**src/rtl/ov7670_capture.sv**
```systemverilog
// rtl/ov7670_capture.sv - OV7670 RGB444 capture stage driving the frame BRAM write port
// Frame-synchronised: skips settling frames, then writes whole frames pixel by pixel.
module ov7670_capture #(
  parameter int H_ACTIVE    = 640,
  parameter int V_ACTIVE    = 480,
  parameter int ADDR_W      = 19,
  parameter int SKIP_FRAMES = 2
) (
  input  logic              clk,
  input  logic              rst_n,
  input  logic              cap_en,
  input  logic              vsync,
  input  logic              href,
  input  logic [7:0]        d,
  output logic              wr_en,
  output logic [ADDR_W-1:0] wr_addr,
  output logic [11:0]       wr_data,
  output logic              frame_done,
  output logic              line_err
);
  localparam int XW = $clog2(H_ACTIVE + 1);
  localparam int YW = $clog2(V_ACTIVE + 1);
  localparam int SW = (SKIP_FRAMES > 0) ? $clog2(SKIP_FRAMES + 1) : 1;
  localparam logic [XW-1:0] X_MAX = XW'(H_ACTIVE);
  localparam logic [YW-1:0] Y_MAX = YW'(V_ACTIVE);

  typedef enum logic [1:0] {ST_WAIT_VS_HI, ST_WAIT_VS_LO, ST_SKIP, ST_ACTIVE} state_e;

  state_e              state_q, state_d;
  logic                vsync_q, href_q;
  logic [SW-1:0]       skip_q, skip_d;
  logic [XW-1:0]       x_q, x_d;
  logic [YW-1:0]       y_q, y_d;
  logic [ADDR_W-1:0]   row_q, row_d;
  logic [10:0]         cnt_q, cnt_d;
  logic                bsel_q, bsel_d;
  logic [3:0]          r_q, r_d;
  logic                wr_en_q, wr_en_d;
  logic [ADDR_W-1:0]   wr_addr_q, wr_addr_d;
  logic [11:0]         wr_data_q, wr_data_d;
  logic                done_q, done_d;
  logic                lerr_q, lerr_d;

  logic vs_rise, vs_fall, href_fall;
  assign vs_rise   = vsync & ~vsync_q;
  assign vs_fall   = ~vsync & vsync_q;
  assign href_fall = ~href & href_q;

  always_ff @(posedge clk or negedge rst_n) begin
    if (!rst_n) begin
      state_q   <= ST_WAIT_VS_HI;
      vsync_q   <= 1'b0;
      href_q    <= 1'b0;
      skip_q    <= SW'(SKIP_FRAMES);
      x_q       <= '0;
      y_q       <= '0;
      row_q     <= '0;
      cnt_q     <= '0;
      bsel_q    <= 1'b0;
      r_q       <= '0;
      wr_en_q   <= 1'b0;
      wr_addr_q <= '0;
      wr_data_q <= '0;
      done_q    <= 1'b0;
      lerr_q    <= 1'b0;
    end else begin
      state_q   <= state_d;
      vsync_q   <= vsync;
      href_q    <= href;
      skip_q    <= skip_d;
      x_q       <= x_d;
      y_q       <= y_d;
      row_q     <= row_d;
      cnt_q     <= cnt_d;
      bsel_q    <= bsel_d;
      r_q       <= r_d;
      wr_en_q   <= wr_en_d;
      wr_addr_q <= wr_addr_d;
      wr_data_q <= wr_data_d;
      done_q    <= done_d;
      lerr_q    <= lerr_d;
    end
  end

  always_comb begin
    state_d = state_q;
    case (state_q)
      ST_WAIT_VS_HI: if (vsync) state_d = ST_WAIT_VS_LO;
      ST_WAIT_VS_LO: begin
        if (vs_fall) begin
          if (!cap_en)           state_d = ST_WAIT_VS_HI;
          else if (skip_q != '0) state_d = ST_SKIP;
          else                   state_d = ST_ACTIVE;
        end
      end
      ST_SKIP:   if (vs_rise) state_d = ST_WAIT_VS_LO;
      ST_ACTIVE: if (vs_rise) state_d = ST_WAIT_VS_LO;
      default:   state_d = ST_WAIT_VS_HI;
    endcase
  end

  always_comb begin
    skip_d    = skip_q;
    x_d       = x_q;
    y_d       = y_q;
    row_d     = row_q;
    cnt_d     = cnt_q;
    bsel_d    = bsel_q;
    r_d       = r_q;
    wr_en_d   = 1'b0;
    wr_addr_d = wr_addr_q;
    wr_data_d = wr_data_q;
    done_d    = 1'b0;
    lerr_d    = 1'b0;
    case (state_q)
      ST_WAIT_VS_LO: begin
        if (vs_fall) begin
          // A disabled frame start re-arms the settling skip for the next enable.
          if (!cap_en) skip_d = SW'(SKIP_FRAMES);
          x_d    = '0;
          y_d    = '0;
          row_d  = '0;
          cnt_d  = '0;
          bsel_d = 1'b0;
        end
      end
      ST_SKIP: if (vs_rise) skip_d = skip_q - SW'(1);
      ST_ACTIVE: begin
        if (href) begin
          if (!bsel_q) begin
            r_d    = d[3:0];
            bsel_d = 1'b1;
          end else begin
            bsel_d = 1'b0;
            if (x_q < X_MAX) x_d = x_q + XW'(1);
            if (cnt_q != 11'h7ff) cnt_d = cnt_q + 11'd1;
            if (x_q < X_MAX && y_q < Y_MAX) begin
              wr_en_d   = 1'b1;
              wr_addr_d = row_q + ADDR_W'(x_q);
              wr_data_d = {r_q, d};
            end
          end
        end
        // A pixel completing on the vsync-rise edge is still written alongside frame_done.
        if (vs_rise) begin
          done_d = (y_q != '0) || (x_q != '0) || (href && bsel_q);
          bsel_d = 1'b0;
        end else if (href_fall) begin
          bsel_d = 1'b0;
          if (x_q != '0) begin
            lerr_d = (cnt_q != 11'(H_ACTIVE));
            if (y_q < Y_MAX) begin
              y_d   = y_q + YW'(1);
              row_d = row_q + ADDR_W'(H_ACTIVE);
            end
            x_d   = '0;
            cnt_d = '0;
          end
        end
      end
      default: ;
    endcase
  end

  assign wr_en      = wr_en_q;
  assign wr_addr    = wr_addr_q;
  assign wr_data    = wr_data_q;
  assign frame_done = done_q;
  assign line_err   = lerr_q;
endmodule
```
**config.mk**
```make
export PLATFORM = sky130hd
export DESIGN_NAME = ov7670_capture
export DESIGN_NICKNAME = d
export VERILOG_FILES = /design/src/rtl/ov7670_capture.sv
export SDC_FILE = /design/constraint.sdc
export NUM_CORES = 1
export LEC_CHECK = 0
export ABC_CLOCK_PERIOD_IN_PS = 2550
export CORE_ASPECT_RATIO = 2
export CORE_MARGIN = 4
export CORE_UTILIZATION = 45
export CTS_CLUSTER_SIZE = 20
export DETAILED_ROUTE_END_ITERATION = 8
export PLACE_DENSITY = 0.77
export SLEW_MARGIN = 0
export SYNTH_ARGS = -nofsm -noshare
export SYNTH_HDL_FRONTEND = slang
export SYNTH_SLANG_ARGS = --single-unit
```
**constraint.sdc**
```tcl
create_clock -name clk -period 2.55 [get_ports clk]
set_clock_uncertainty 0.05 [all_clocks]
set_input_delay 0.3825 -clock clk [delete_from_list [all_inputs] [get_ports clk]]
set_output_delay 0.3825 -clock clk [all_outputs]
set_load 0.01 [all_outputs]
```
==> flow_metrics.env <==
export IMPL_grt_max_degree=46
export IMPL_cp_cell_sequence="inv_2, ha_1, or4b_4, or4_4, a21oi_4, buf_8, a41oi_1, a31oi_1"
export IMPL_n_antenna_cell=0
export IMPL_synth_top_family_by_area="simple AND/OR/NAND/NOR gates"
export IMPL_portBuffers=46
export IMPL_synth_cell_area_mm2=0.004367
export IMPL_fp_dieW_um=77.66
export IMPL_finalSetupTns_ps=0
export IMPL_synth_ff_type="dfrtp_1"
export IMPL_worst_hold_slack_ps=422.3
export IMPL_path_class="flop to flop"
export IMPL_swShare_pct=27.38
export IMPL_period_needed_ps=2457
export IMPL_synthAdderAreaFrac_pct=3.152
export IMPL_drt_iter0_markers=223
export IMPL_coreArea_mm2=0.009447
export IMPL_multi_input_area_mm2=0.002059
export IMPL_finalHoldViolations=0
export IMPL_io_pins=47
export IMPL_p_leak_nw=2.364
export IMPL_grt_usage_pct=17.86
export IMPL_final_common_cell="dfrtp_1"
export IMPL_yosysSeqAreaShare_pct=49.89
export IMPL_cts_buffers_inserted=9
export IMPL_period_share_pct=96.36
export IMPL_tightestPinTransition_ps=532.6
export IMPL_antenna_found_initial=0
export IMPL_path_max_fanout=8
export IMPL_cp_end_kind="flop"
export IMPL_max_cap_viol_count=0
export IMPL_required_ps=2760
export IMPL_max_freq_mhz=407.0
export IMPL_synth_area_mux_share_pct=6.361
export IMPL_start_kind="flop"
export IMPL_critical_path_top_delay_family="simple AND/OR/NAND/NOR gates"
export IMPL_dp_hpwl_um=6950
export IMPL_syn_avg_cell_area_um2=10.04
export IMPL_worstPathArrival_ps=2670
export IMPL_dieArea_mm2=0.01144
export IMPL_nets=515
export IMPL_synth_compound_area_share_pct=13.04
export IMPL_holdCritPathClass="flop to flop"
export IMPL_p_switching_mw=1.145
export IMPL_internal_power_mw=3.036
export IMPL_finalSetupViolCount=0
export IMPL_synth_ff_latch_count=87
export IMPL_yosysUniqueCellTypes=52
export IMPL_final_seq_area_mm2=0.002178
export IMPL_synth_edf_count=0
export IMPL_drc=0
export IMPL_cts_num_sinks=87
export IMPL_maxSlewViolCount=0
export IMPL_slowest_stage="or4b_4"
export IMPL_die_h_um=147.3
export IMPL_routabilityCongestion=0.8609
export IMPL_ir_worst_vdd_uv=480.9
export IMPL_crit_buf_inv=2
export IMPL_yosysWarnings=0
export IMPL_cp_slowest_stage_delay_ps=480
export IMPL_vias_per_cell=5.585
export IMPL_yosys_area_share_simple_pct=19.40
export IMPL_design_area_mm2=0.005451
export IMPL_start_util_pct=46.23
export IMPL_insertion_delay_ps=340
export IMPL_drive_gt1_share_pct=14.31
export IMPL_synthXorXnorAreaFrac_pct=5.014
export IMPL_nFillCells=768
export IMPL_wl_per_cell_um=15.60
export IMPL_power_density_mw_per_mm2=767.0
export IMPL_grt_pass1_vias=3506
export IMPL_status="finished, final reports clean"
export IMPL_mostFrequentLayoutCells="dfrtp_1, clkdlybuf4s50_1, nand2_1"
export IMPL_synth_net_count=459
export IMPL_drt_first_pass_iters=4
export IMPL_async_flop_share_pct=100.0
export IMPL_routed_wl_um=9767
export IMPL_cts_tree="done"
export IMPL_clockPowerShare_pct=34.3
export IMPL_rows=50
export IMPL_postCtsSetupBuffers=0
export IMPL_clock_path_buffers=2
export IMPL_synthCells=435
export IMPL_p_seq_share_pct=41.3
export IMPL_finalPower_mw=4.181
export IMPL_root_buffer="clkbuf_16"
export IMPL_slew_headroom_pct=64.50
export IMPL_h_tree_depth=3
export IMPL_placed_area_mm2=0.005060
export IMPL_rsz0062_at_grt="no"
export IMPL_via_count=3496
export IMPL_grt_pass1_wl_um=16280
export IMPL_power_frac_comb_pct=24.3
export IMPL_area_delta_synth_final_pct=24.84
export IMPL_path_clk_slew_ps=70
export IMPL_ant_nets=0
export IMPL_grt_overflow_total=0
==> stage by stage <==
stage | utilization (%) | cells | setup slack [ps]
after floorplan | - | 435 | 218.0
after global placement | 53.56 | 607 | 149.2
after detailed placement | 53.56 | 607 | 35.72
after CTS | 57.21 | 624 | 12.64
after global routing | 57.71 | 626 | 8.928
final | 57.71 | 626 | 92.77
==> power groups by stage <==
stage,Sequential (mW),Clock [mW],Combinational (mW)
after global placement,1.74,0,0.956
after detailed placement,1.75,0,0.985
after floorplan,1.76,0,0.507
after global routing,1.76,1.53,1.10
final,1.73,1.44,1.02
after CTS,1.73,1.47,0.989
==> cell type report <==
| cell class | instances | share of cell area (%) |
|---|---|---|
| sequential | 87 | 39.96 |
| multi-input combinational | 315 | 37.78 |
| timing repair buffer | 68 | 12.46 |
| clock buffer | 12 | 4.705 |
| tap | 130 | 2.984 |
| inverter | 10 | 0.6885 |
| clock inverter | 4 | 1.423 |
==> sequential cells by signal (all words and copies together) (netlist names) <==
name / flops
vsync_q: 1
state_q: 2
wr_en: 1
href_q: 1
line_err: 1
cnt_q: 11
r_q: 4
x_q: 10
skip_q: 2
y_q: 9
wr_data: 12
wr_addr: 19
frame_done: 1
bsel_q: 1
row_q: 12
==> worst reg2reg max path: cells and delay by family (launching register included) <==
kind	cells	cell delay [ps]
buf+inv	2	250
compound gates	3	550
simple gates	2	950
flops	1	420
fa+ha+maj	1	160
==> routing by layer <==
layer / GRT usage, % / up-vias / wire length, um
met4: 10.70 / 0 / 413
met5: 0 / - / 0
met2: 31.87 / 106 / 5278
met1: 19.00 / 1676 / 3632
li1: - / 1681 / -
met3: 3.436 / 33 / 443
==> synth_stat cells, types with 4 or more instances <==
master    count  share of area (%)
a21oi_1      17                1.9
a31oi_1      16                2.3
and2_1        6               0.86
and3_1        8                1.1
clkbuf_1     18                1.5
dfrtp_1      86                 49
ha_1         11                3.2
inv_1        10               0.86
mux2_2       22                5.7
nand2_1      41                3.5
nand2b_1      5               0.72
nand3_1      14                1.6
nand4_1      13                1.9
nor2_1       34                2.9
nor2b_1       4               0.57
nor3_1       13                1.5
nor4_1        9                1.3
o21ai_0      30                3.4
xnor2_1      23                4.6
==> kinds of logic (layout without fill, tap and decap cells) <==
logic type | Yosys count | count (layout)
compound gates | 89 | 89
xor+xnor | 25 | 25
fa+ha+maj | 11 | 11
buf+inv | 33 | 94
flops | 87 | 87
mux | 25 | 25
simple gates | 165 | 165
==> path summary, 6_finish.rpt <==
path | from | endpoint | slack [ps] | cells past startpoint
max reg2reg | x_q[1]$_DFFE_PN0P_ | cnt_q[3]$_DFFE_PN0P_ | 90 | 8
min | wr_addr[11]$_DFFE_PN0P_ | wr_addr[11]$_DFFE_PN0P_ | 420 | 2
min in group asynchronous | rst_n | cnt_q[5]$_DFFE_PN0P_ | 520 | 2
max in group asynchronous | rst_n | skip_q[1]$_DFFE_PN1P_ | 1300 | 3
min reg2reg | wr_addr[11]$_DFFE_PN0P_ | wr_addr[11]$_DFFE_PN0P_ | 420 | 2
max | x_q[1]$_DFFE_PN0P_ | cnt_q[3]$_DFFE_PN0P_ | 90 | 8
==> timing repair <==
action | 4_1_cts | 5_1_grt
hold buffers | 1 | 0
hold endpoints to repair | 32 | 0
gates resized for setup | 0 | 7
setup endpoints to repair | 0 | 14
No activity file was read; power rests on OpenSTA's default activity.
